<file path="src/rtl/fetch_stage.sv">
// fetch_stage: MIPS instruction-fetch stage with PC register, ready-handshaked
// instruction-memory port, IF/ID pipeline register and retired-fetch counter.
module fetch_stage #(
    parameter logic [31:0] RESET_PC  = 32'h0000_0000,
    parameter logic [31:0] NOP_INSTR = 32'h0000_0000
) (
    input  logic        clk,
    input  logic        reset,
    input  logic [31:0] next_pc,
    input  logic        stall,
    input  logic        flush,
    input  logic [31:0] imem_rdata,
    input  logic        imem_ready,
    output logic        imem_req,
    output logic [31:0] imem_addr,
    output logic [31:0] pc,
    output logic [31:0] pc_plus4,
    output logic [31:0] if_id_instr,
    output logic [31:0] if_id_pc4,
    output logic        if_id_valid,
    output logic [31:0] fetch_count,
    output logic        fetch_busy
);
    typedef enum logic [1:0] {IDLE, FETCH, WAIT} state_t;

    state_t      state_q, state_d;
    logic [31:0] pc_q, pc_d;
    logic [31:0] instr_q, instr_d;
    logic [31:0] pc4_q, pc4_d;
    logic        valid_q, valid_d;
    logic [31:0] cnt_q, cnt_d;

    always_ff @(posedge clk or posedge reset) begin
        if (reset) begin
            state_q <= IDLE;
            pc_q    <= RESET_PC;
            instr_q <= NOP_INSTR;
            pc4_q   <= 32'h0;
            valid_q <= 1'b0;
            cnt_q   <= 32'h0;
        end else begin
            state_q <= state_d;
            pc_q    <= pc_d;
            instr_q <= instr_d;
            pc4_q   <= pc4_d;
            valid_q <= valid_d;
            cnt_q   <= cnt_d;
        end
    end

    // Priority: flush over stall over hit; a stalled hit is dropped and re-read.
    always_comb begin
        state_d = state_q;
        pc_d    = pc_q;
        instr_d = instr_q;
        pc4_d   = pc4_q;
        valid_d = valid_q;
        cnt_d   = cnt_q;
        if (state_q == IDLE) begin
            state_d = FETCH;
        end else if (flush) begin
            pc_d    = next_pc;
            instr_d = NOP_INSTR;
            valid_d = 1'b0;
            state_d = FETCH;
        end else if (stall) begin
            state_d = imem_ready ? FETCH : WAIT;
        end else if (imem_ready) begin
            instr_d = imem_rdata;
            pc4_d   = pc_plus4;
            valid_d = 1'b1;
            pc_d    = next_pc;
            cnt_d   = cnt_q + 32'd1;
            state_d = FETCH;
        end else begin
            instr_d = NOP_INSTR;
            valid_d = 1'b0;
            state_d = WAIT;
        end
    end

    assign imem_req    = state_q != IDLE;
    assign imem_addr   = pc_q;
    assign pc          = pc_q;
    assign pc_plus4    = pc_q + 32'd4;
    assign if_id_instr = instr_q;
    assign if_id_pc4   = pc4_q;
    assign if_id_valid = valid_q;
    assign fetch_count = cnt_q;
    assign fetch_busy  = state_q == WAIT;
endmodule

</file>
<file path="config.mk">
export PLATFORM = sky130hd
export DESIGN_NAME = fetch_stage
export DESIGN_NICKNAME = d
export VERILOG_FILES = /design/src/rtl/fetch_stage.sv
export SDC_FILE = /design/constraint.sdc
export NUM_CORES = 1
export LEC_CHECK = 0
export ABC_AREA = 1
export CORE_MARGIN = 4
export CORE_UTILIZATION = 47
export CTS_CLUSTER_DIAMETER = 100
export DETAILED_ROUTE_END_ITERATION = 10
export PLACE_DENSITY = 0.88
export SKIP_LAST_GASP = 1
export SLEW_MARGIN = 20
export SYNTH_ARGS = -nofsm -noshare
export SYNTH_HDL_FRONTEND = slang
export SYNTH_SLANG_ARGS = --single-unit
</file>
<file path="constraint.sdc">
create_clock -name clk -period 9.1 [get_ports clk]
set_input_delay 0.91 -clock clk [delete_from_list [all_inputs] [get_ports clk]]
set_output_delay 0.91 -clock clk [all_outputs]
set_load 0.01 [all_outputs]
</file>
==> results.yml <==
floorplanning:
  num_io_pins: 264
  rows: 42
  die_area_sq_um: 15800
  die_h_microns: 126
  coreArea_sq_um: 13400
  initial_core_util_pct: 48.7
  die_width_microns: 126
clock_network:
  cts_tree: "built"
  cts_hold_buf: 0
  cts_buffers: 17
  cts_resized: 0
  htreeDepth: 4
  postCtsSetupRepairBufs: 0
  clock-sinks: 131
  clkTransAtPathRegs_ns: 0.06
  worst_skew_pair.late_latency_ns: 0.42
  root_buffer: "clkbuf_16"
  cts_buffer_depth: 2
critical_path:
  critPathLaunchType: "flop"
  crit_required_ns: 8.19
  cp_max_fo: 5
  worstPathArrival_ns: 2.57
  cp-end-kind: "primary output"
  reg2regPathDepth: 9
  reg2reg_slack_ns: 6.85
  path_class: "flop to primary output"
yosys:
  synth_compound_area_share_pct: 5.24
  yosysMostFrequentCell: "nand2_1"
  syn_avg_cell_area_sq_um: 8.76
  ys_top_cells_by_area: "dfrtp_1 50%, nand2_1 15%, mux2_1 4.3%"
  synth.mux.area_fraction_pct: 4.32
  synth_common_cells: "260 x nand2_1, 131 x dfrtp_1, 71 x nor2_1, 54 x inv_1, 37 x buf_4"
  synth-xor-area-share_pct: 4.68
  synthFlopType: "dfrtp_1"
  synth-edff-count: 0
  syn_nets: 816
  synthCells: 745
  synthesis.area_sq_um: 6520
  ys_ff_latch: 131
  yosysSeqAreaShare_pct: 50.2
  ys_types: 29
  async_flop_share_pct: 100
  synth_top_family_by_area: "simple AND/OR/NAND/NOR gates"
  synthSimpleGateAreaFrac_pct: 26.6
  ys_warn_count: 0
  synthAdderAreaFrac_pct: 0.384
  yosysTopAreaCell: "dfrtp_1"
  synth_top_area_share_pct: 50.2
drt:
  via_per_inst: 5.08
  ant_nets: 0
  vias: 5927
  drc: 0
  routed_wl_mm: 20.1
  drt_iter0_markers: 459
  wl_per_cell_microns: 17.2
  drt-pass1-iter-count: 5
power:
  intPower_w: 0.00147
  combPwrFrac_pct: 25.8
  leakage_nw: 4.47
  clockPowerShare_pct: 38.2
  vdd_drop_max_uv: 139
  p_seq_share_pct: 36.0
  p_sw_w: 0.000583
  switching_share_pct: 28.3
  powerDensity_nw_per_um2: 211
worst_hold_path:
  min_path_type: "flop to flop"
  hold_path_depth: 2
cells_and_area:
  multi_input_area_sq_um: 2690
  fillCellCount: 964
  drive_gt1_share_pct: 6.66
  syn_to_final_growth_pct: 49.3
  area.sequential_sq_um: 3280
  post_layout_nonfiller_instances: 1167
  nets: 1049
  n_antenna_cell: 0
timing:
  max_slew_margin_pct: 35.7
  finClkSkew_ns: 0.00981
  setup_viol: 0
  finalSetupTns_ns: 0
  tightest_slew_ns: 0.963
  rsz0062_at_grt: "no"
  timing.final.crit_share_pct: 38.2
  fin_crit_ns: 3.48
  drv_slew: 0
  max_clock_freq_ghz: 0.287
  final_hold_viol_count: 0
  whs_ns: 0.473
global_route:
  antenna_found_initial: 0
  grt-ovfl-total: 0
  grt_pass1_wl_mm: 32.2
  grt_usage_pct: 25.6
  grt_start_max_net_pins: 77
  first_global_vias: 6248
placed_design:
  dpl.cell_count: 1135
  finalWeightedCongestion: 0.917
  port_buffers: 263
  dp_hpwl_mm: 14.5
status:
  status: "finished clean"
job:
  max-cap-violations: 0
==> metal layers <==
metal | wire [microns] | global-route usage [%] | vias to the layer above
li1 | - | - | 2785
met2 | 9940 | 43.1 | 292
met1 | 7780 | 30.0 | 2799
met4 | 652 | 10.8 | 0
met5 | 0 | 0 | -
met3 | 1740 | 8.59 | 51
==> power by group through the flow <==
| stage | Sequential [W] | Clock, W | Combinational, W |
|---|---|---|---|
| 2_1_floorplan | 0.000768 | 0 | 0.000203 |
| 3_3_place_gp | 0.000746 | 0 | 0.000524 |
| 3_5_place_dp | 0.000748 | 0 | 0.000530 |
| 4_1_cts | 0.000741 | 0.000798 | 0.000536 |
| 5_1_grt | 0.000754 | 0.000825 | 0.000569 |
| 6_report | 0.000741 | 0.000785 | 0.000531 |
==> worst paths after layout <==
kind,startpoint,to
hold / removal,if_id_valid,if_id_valid
setup / recovery,imem_addr[2],pc_plus4[16]
min in group asynchronous,reset,fetch_count[22]
setup reg to reg,state_q[0],fetch_count[24]
hold reg to reg,if_id_valid,if_id_valid
max in group asynchronous,reset,imem_addr[9]
==> area by class of cell <==
cell class / instances / share of cell area (%)
clock inverters: 13 / 2.36
multi-input cells: 506 / 27.6
flip-flops and latches: 131 / 33.7
well taps: 176 / 2.26
repair buffers: 266 / 27.3
clock buffers: 19 / 4.65
inverters: 56 / 2.21
==> logic make-up (layout without fill, tap and decap cells) <==
kind of cell / Yosys count / in the layout
AO/OA/AOI/OAI: 44 / 44
XOR/XNOR: 34 / 34
adder cells (fa/ha/maj): 2 / 2
buffers and inverters: 108 / 354
flip-flops: 131 / 131
multiplexers: 25 / 25
AND/OR/NAND/NOR: 401 / 401
==> sequential cells by signal, indices dropped and copies added (netlist names) <==
register	cells
fetch_count	32
if_id_instr	32
if_id_pc4	32
if_id_valid	1
imem_addr	32
state_q	2
==> stage by stage <==
| stage | total power (W) | utilization [%] | setup slack (ns) | cell area [sq um] |
|---|---|---|---|---|
| floorplan | 0.000971 | - | 4.69 | 6520 |
| global placement | 0.00127 | 67.6 | 5.80 | 9060 |
| detailed placement | 0.00128 | 67.6 | 5.66 | 9060 |
| CTS | 0.00208 | 72.7 | 5.57 | 9740 |
| global route | 0.00215 | 72.7 | 5.47 | 9740 |
| finish | 0.00206 | 72.7 | 5.62 | 9740 |
==> layout by cell type, fill, tap and decap left out, types with 5 or more instances in the layout <==
cell | Yosys | routed
inv_1 | 54 | 53
xnor2_1 | 13 | 13
nand2_2 | 5 | 5
nor2_1 | 71 | 71
a22o_1 | 31 | 31
xor2_1 | 20 | 20
nand3b_1 | 11 | 11
clkdlybuf4s50_1 | 0 | 263
nor2_4 | 10 | 10
clkbuf_16 | 0 | 17
nand2_1 | 260 | 260
nand4_1 | 6 | 6
a21oi_1 | 7 | 7
mux2_1 | 25 | 25
bufinv_16 | 0 | 6
nor2_2 | 8 | 8
nand3_1 | 20 | 20
dfrtp_1 | 131 | 131
==> critical path, stage by stage, from the launching register on <==
cell and delay (ns):
dfrtp_1 0.45, ha_1 0.22, nand2_1 0.09, nor2_4 0.16, nand2_1 0.14, nor2_4 0.18, xor2_1 0.30, clkdlybuf4s50_1 0.61
(Power assumes the default switching activity.)
